File: src/rtl/npu_pkg.sv
// -----------------------------------------------------------------------------
// npu_pkg
// Shared definitions for the NPU datapath stages.
//   state_t : frame-control state encoding (IDLE / RUN / DRAIN)
//   relu32  : clamp a signed value at zero
//   max32   : signed maximum of two values
// The helpers work on 32-bit signed values. Callers sign-extend narrower
// operands into them and truncate the result back to their own width.
// -----------------------------------------------------------------------------
package npu_pkg;

  typedef enum logic [1:0] {
    ST_IDLE  = 2'd0,
    ST_RUN   = 2'd1,
    ST_DRAIN = 2'd2
  } state_t;

  function automatic logic signed [31:0] relu32(input logic signed [31:0] x);
    return (x < 0) ? 32'sd0 : x;
  endfunction

  function automatic logic signed [31:0] max32(input logic signed [31:0] a,
                                               input logic signed [31:0] b);
    return (a >= b) ? a : b;
  endfunction

endpackage

File: src/rtl/pool_row_buffer.sv
// -----------------------------------------------------------------------------
// pool_row_buffer
// Holds the horizontal pair maxima of an even input row. The following odd
// row reads them back to complete each 2x2 window.
//   i_clk   : clock
//   i_we    : write enable
//   i_waddr : write slot (pooled column)
//   i_wdata : pair maximum to store
//   i_raddr : read slot (pooled column), combinational read
//   o_rdata : stored pair maximum
// There is no reset. Every slot is written in an even row before the odd row
// reads it. The depth is rounded up to a power of two so that any address
// value indexes a real slot.
// -----------------------------------------------------------------------------
module pool_row_buffer #(
  parameter int DATA_WIDTH = 8,
  parameter int ADDR_W     = 2
) (
  input  logic                         i_clk,
  input  logic                         i_we,
  input  logic [ADDR_W-1:0]            i_waddr,
  input  logic signed [DATA_WIDTH-1:0] i_wdata,
  input  logic [ADDR_W-1:0]            i_raddr,
  output logic signed [DATA_WIDTH-1:0] o_rdata
);

  localparam int DEPTH = 2 ** ADDR_W;

  logic signed [DATA_WIDTH-1:0] mem [DEPTH];

  always_ff @(posedge i_clk) begin
    if (i_we) begin
      mem[i_waddr] <= i_wdata;
    end
  end

  assign o_rdata = mem[i_raddr];

endmodule

File: src/rtl/relu_maxpool2x2.sv
// -----------------------------------------------------------------------------
// relu_maxpool2x2
// Takes the raster-order stream from the 3x3 conv engine. It applies ReLU,
// does 2x2 / stride-2 max pooling, and writes each pooled pixel out together
// with its feature-map SRAM address.
//   i_clk, i_rst : clock, synchronous active-high reset
//   i_start      : begin a frame (sampled in IDLE only)
//   i_valid/i_data, o_ready          : conv input stream (valid/ready)
//   o_valid/o_data/o_wr_addr, i_ready: pooled output stream (valid/ready)
//   o_busy       : frame in progress (RUN or DRAIN)
//   o_done       : one-cycle pulse when the frame has fully drained
// If OUT_W or OUT_H is odd, the trailing column or row is accepted and then
// discarded.
// -----------------------------------------------------------------------------
module relu_maxpool2x2
  import npu_pkg::*;
#(
  parameter int DATA_WIDTH      = 8,
  parameter int OUT_W           = 8,
  parameter int OUT_H           = 8,
  parameter int SRAM_ADDR_WIDTH = 4,
  parameter int RELU_EN         = 1
) (
  input  logic                         i_clk,
  input  logic                         i_rst,
  input  logic                         i_start,
  input  logic                         i_valid,
  input  logic signed [DATA_WIDTH-1:0] i_data,
  output logic                         o_ready,
  output logic                         o_valid,
  output logic [DATA_WIDTH-1:0]        o_data,
  output logic [SRAM_ADDR_WIDTH-1:0]   o_wr_addr,
  input  logic                         i_ready,
  output logic                         o_busy,
  output logic                         o_done
);

  localparam int COL_W  = (OUT_W > 1) ? $clog2(OUT_W) : 1;
  localparam int ROW_W  = (OUT_H > 1) ? $clog2(OUT_H) : 1;
  localparam int HALF_W = OUT_W / 2;
  localparam int RB_AW  = (HALF_W > 1) ? $clog2(HALF_W) : 1;
  localparam logic [COL_W-1:0] COL_LAST = COL_W'(OUT_W - 1);
  localparam logic [ROW_W-1:0] ROW_LAST = ROW_W'(OUT_H - 1);
  localparam bit TRAIL_ROW = (OUT_H % 2) != 0;

  function automatic logic signed [DATA_WIDTH-1:0] relu_f(
    input logic signed [DATA_WIDTH-1:0] x);
    return DATA_WIDTH'(relu32(32'(x)));
  endfunction

  function automatic logic signed [DATA_WIDTH-1:0] max_f(
    input logic signed [DATA_WIDTH-1:0] a,
    input logic signed [DATA_WIDTH-1:0] b);
    return DATA_WIDTH'(max32(32'(a), 32'(b)));
  endfunction

  state_t                       state;
  logic [COL_W-1:0]             col;
  logic [ROW_W-1:0]             row;
  logic signed [DATA_WIDTH-1:0] pair_p0;

  logic                         accept;
  logic                         last_in;
  logic                         row_keep;
  logic                         rb_we;
  logic                         pool_load;
  logic signed [DATA_WIDTH-1:0] v;
  logic signed [DATA_WIDTH-1:0] pm;
  logic signed [DATA_WIDTH-1:0] rb_rdata;
  logic signed [DATA_WIDTH-1:0] pool_val;
  logic [RB_AW-1:0]             rb_addr;
  logic [SRAM_ADDR_WIDTH-1:0]   pool_addr;

  // Input side: handshake, activation, horizontal pair maximum
  assign o_ready = (state == ST_RUN) && (!o_valid || i_ready);
  assign accept  = i_valid && o_ready;
  assign last_in = accept && (col == COL_LAST) && (row == ROW_LAST);
  assign v       = (RELU_EN != 0) ? relu_f(i_data) : i_data;
  assign pm      = max_f(pair_p0, v);

  // The buffer slot index is truncated. An odd trailing column has an even
  // index and never reads or writes the buffer, so truncation cannot alias a
  // live slot.
  assign rb_addr   = RB_AW'(col >> 1);
  assign row_keep  = !(TRAIL_ROW && (row == ROW_LAST));
  assign rb_we     = accept && col[0] && !row[0] && row_keep;
  assign pool_load = accept && col[0] && row[0];
  assign pool_val  = max_f(pm, rb_rdata);
  assign pool_addr = SRAM_ADDR_WIDTH'(int'(row >> 1) * HALF_W + int'(col >> 1));
  assign o_busy    = (state != ST_IDLE);

  pool_row_buffer #(
    .DATA_WIDTH (DATA_WIDTH),
    .ADDR_W     (RB_AW)
  ) u_rowbuf (
    .i_clk   (i_clk),
    .i_we    (rb_we),
    .i_waddr (rb_addr),
    .i_wdata (pm),
    .i_raddr (rb_addr),
    .o_rdata (rb_rdata)
  );

  // Frame control and raster counters
  always_ff @(posedge i_clk) begin
    if (i_rst) begin
      state  <= ST_IDLE;
      col    <= '0;
      row    <= '0;
      o_done <= 1'b0;
    end else begin
      o_done <= 1'b0;
      case (state)
        ST_IDLE: begin
          if (i_start) begin
            state <= ST_RUN;
            col   <= '0;
            row   <= '0;
          end
        end
        ST_RUN: begin
          if (accept) begin
            if (col == COL_LAST) begin
              col <= '0;
              row <= (row == ROW_LAST) ? '0 : row + 1'b1;
            end else begin
              col <= col + 1'b1;
            end
            if (last_in) begin
              state <= ST_DRAIN;
            end
          end
        end
        ST_DRAIN: begin
          // The last pooled pixel is either absent or being taken this cycle.
          if (!o_valid || i_ready) begin
            state  <= ST_IDLE;
            o_done <= 1'b1;
          end
        end
        default: state <= ST_IDLE;
      endcase
    end
  end

  // Pair register: holds the even-column pixel until its odd partner arrives
  always_ff @(posedge i_clk) begin
    if (accept && !col[0]) begin
      pair_p0 <= v;
    end
  end

  // Output register. o_ready blocks new input while a stalled pixel is held,
  // so a load only happens when the register is empty or being taken.
  always_ff @(posedge i_clk) begin
    if (i_rst) begin
      o_valid   <= 1'b0;
      o_data    <= '0;
      o_wr_addr <= '0;
    end else if (pool_load) begin
      o_valid   <= 1'b1;
      o_data    <= pool_val;
      o_wr_addr <= pool_addr;
    end else if (o_valid && i_ready) begin
      o_valid   <= 1'b0;
    end
  end

endmodule

File: config.mk
export PLATFORM = sky130hd
export DESIGN_NAME = relu_maxpool2x2
export DESIGN_NICKNAME = d
export VERILOG_FILES = /design/src/rtl/npu_pkg.sv /design/src/rtl/pool_row_buffer.sv /design/src/rtl/relu_maxpool2x2.sv
export SDC_FILE = /design/constraint.sdc
export NUM_CORES = 1
export LEC_CHECK = 0
export ABC_AREA = 1
export CORE_UTILIZATION = 40
export DETAILED_ROUTE_END_ITERATION = 16
export PLACE_DENSITY = 0.6
export SYNTH_ARGS = -nofsm -noshare
export SYNTH_HDL_FRONTEND = slang
export SYNTH_SLANG_ARGS = --single-unit
File: constraint.sdc
create_clock -name i_clk -period 6.9 [get_ports i_clk]
set_input_delay 2.07 -clock i_clk [delete_from_list [all_inputs] [get_ports i_clk]]
set_output_delay 2.07 -clock i_clk [all_outputs]
set_load 0.01 [all_outputs]
==> metrics.md <==
| Metric | Value |
|---|---|
| Status | complete, no violations |
| Setup_tns | 0 ns |
| Yosys top cell area share | 0.355 |
| Worst Hold Depth | 2 |
| Initial drt markers | 94 |
| FMAX | 0.181 GHz |
| DR vias/cell | 4.86 |
| Pre-CTS setup slack | 1.37 ns |
| CTS tree | built |
| Hold Buf Count CTS | 0 |
| Routed WL | 6200 µm |
| Pin count of the biggest net entering global routing | 21 |
| First-pass GRT wire length | 10300 µm |
| Postcts setup bufs | 0 |
| Worst Skew | 0.00998 ns |
| Worst path cell trace | clkdlybuf4s50_1, inv_1, nand2_1, inv_1, nor2_1, clkdlybuf4s50_1 |
| Ratio of cells with drive above 1 in the final layout | 0.0691 |
| # diodes | 0 |
| Critical Path End Type | output port |
| Routability cong. | 0.837 |
| Initial antenna violation count | 0 |
| Crit path required time | 4.83 ns |
| Std-Cell Rows | 30 |
| Clk sinks | 58 |
| Hold WC Path Type | reg -> reg |
| Die H | 88.0 µm |
| Syn avg cell area | 8.73 µm² |
| Initial Util | 0.424 |
| Dpl hpwl | 4460 µm |
| Synthesis Warnings | 0 |
| Crit Path Max Fanout | 3 |
| Flops & latches, synth | 58 |
| Placed inst area | 3310 µm² |
| Routed Antenna Nets | 0 |
| WP data arrival | 3.45 ns |
| Hold slack | 0.489 ns |
| Vias | 2296 |
| # setup viols final | 0 |
| Crit path time final | 5.52 ns |
| Routed len/inst | 13.1 µm |
| Pwr/cell area | 240 nW/µm² |
| Leak Pwr | 0.00153 µW |
| Register area share after synthesis | 0.511 |
| Peak VDD IR | 0.116 mV |
| Total Die Area | 7740 µm² |
| Number of global-route vias before repair | 2138 |
| Die Wd | 88.0 µm |
| Drt pass-1 iters | 4 |
| Clock Latency Late Sink | 0.34 ns |
| H-tree depth | 3 |
| Area grow syn2layout | 18.2% |
| Overflow after GRT | 0 |
| Worst R2R Path Depth | 16 |
| Top FF cell, synth | edfxtp_1 |
| Fin. max-slew vios | 0 |
| Total GRT Usage | 0.182 |
| Post-CTS sizing | 0 |
| I/O pin count | 29 |
| WS Path Type | in -> out |
| Core area | 6980 µm² |
| Synth unique cells | 31 |
| Slowest stage delay, CP | 0.55 ns |
| Fin nets | 402 |
| Share of synthesized registers carrying an async set or reset | 0 |
| Final Cell Area | 3500 µm² |
| Worst-Margin Slew | 1.26 ns |
| Post-Syn Instances | 339 |
| Slowest-stage cell, CP | clkdlybuf4s50_1 |
| Maxcap violations | 0 |
| Startpoint Class | input port |
| Setup ws final | 1.38 ns |
| Tcrit/Tclk final | 0.800 |
| DRC | 0 |
| CTS Root Cell | clkbuf_8 |
| Clk buf depth | 2 |
| EDFF count, synth | 35 |
| Post-synth top area cell | edfxtp_1 |
| Synth Cell Area | 2960 µm² |
| Unrepaired setup endpoints after global routing | false |
| Ranking of synthesized cells by area | edfxtp_1 36%, dfxtp_1 16%, ha_1 7.6% |
| Clk slew on worst S/H paths | 0.06 ns |
| Max_slew headroom | 0.151 |
| Fin. Hold Viols | 0 |
| Port buffer count | 27 |
| Post-synth net total | 370 |
| R2R setup slack | 3.79 ns |
| Inserted Clock Buffers | 9 |
critical path, delay by kind of cell:
family	cells	cell delay, ns
buf+inv	4	1.13
simple gates	2	0.24
layout by cell type, fill, tap and decap left out, types with 10 or more instances in the layout:
master and count:
ha_1 18, nor2_1 47, o21ai_0 18, a21oi_1 18, nand4_1 15, inv_1 49, clkbuf_8 10, clkdlybuf4s50_1 27
nand2_1 54, nand3_1 19, edfxtp_1 35, dfxtp_1 23
kinds of logic (layout without fill, tap and decap cells):
family,count (synthesis),count (layout),synth area share
simple gates,159,159,0.249
buf+inv,59,96,0.0808
flops,58,58,0.511
compound gates,43,43,0.0787
fa+ha+maj,18,18,0.0761
other cells,1,1,0.00127
xor+xnor,1,1,0.00296
cell usage after synthesis, types with 2 or more instances:
master / n
buf_2: 2
nand3_2: 5
nand3_1: 19
ha_1: 18
dfxtp_1: 23
nand4_1: 15
edfxtp_1: 35
nand2_1: 54
buf_4: 2
o21ai_1: 3
inv_1: 49
nor2_1: 47
nor3_1: 5
clkbuf_1: 2
and2_1: 8
inv_2: 3
a21oi_1: 18
o21ai_0: 18
metrics by stage:
step	utilization	power (µW)	instances
final	0.501	838	472
after global routing	0.501	886	472
after CTS	0.501	847	472
after detailed placement	0.474	554	456
after global placement	0.474	551	456
after floorplan	-	510	339
power breakdown:
group / total, µW / switching, µW / internal, µW
logic: 155 / 98.9 / 56.2
registers: 392 / 8.97 / 383
clock network: 291 / 130 / 161
path summary, 6_finish.rpt:
kind | endpoint | start
setup / recovery | o_ready | i_ready
hold reg to reg | o_wr_addr[3] | o_wr_addr[3]
hold / removal | o_wr_addr[3] | o_wr_addr[3]
setup reg to reg | o_data[6] | pair_p0[2]
sequential cells by signal, indices dropped and copies added, names as in the netlist, named ones only:
name and cells:
o_done 1, o_valid 1, row 3, state 2
o_data 7, u_rowbuf.mem 28, col 3, o_wr_addr 4
pair_p0 7
per-layer routing:
layer / routed length, µm / global-route usage / share of wire
met5: 0 / 0 / 0
met4: 99 / 0.0715 / 0.016
met3: 234 / 0.0452 / 0.038
met2: 2720 / 0.273 / 0.44
met1: 3150 / 0.252 / 0.51
cell type report:
| type | count | area, µm² |
|---|---|---|
| fillers | 702 | 3490 |
| flip-flops and latches | 58 | 1510 |
| multi-input cells | 222 | 1210 |
| repair buffers | 28 | 278 |
| inverters | 52 | 195 |
| clock buffers | 14 | 174 |
| well taps | 96 | 120 |
| clock inverters | 2 | 10.0 |
Power figures use the tool's default switching activity.
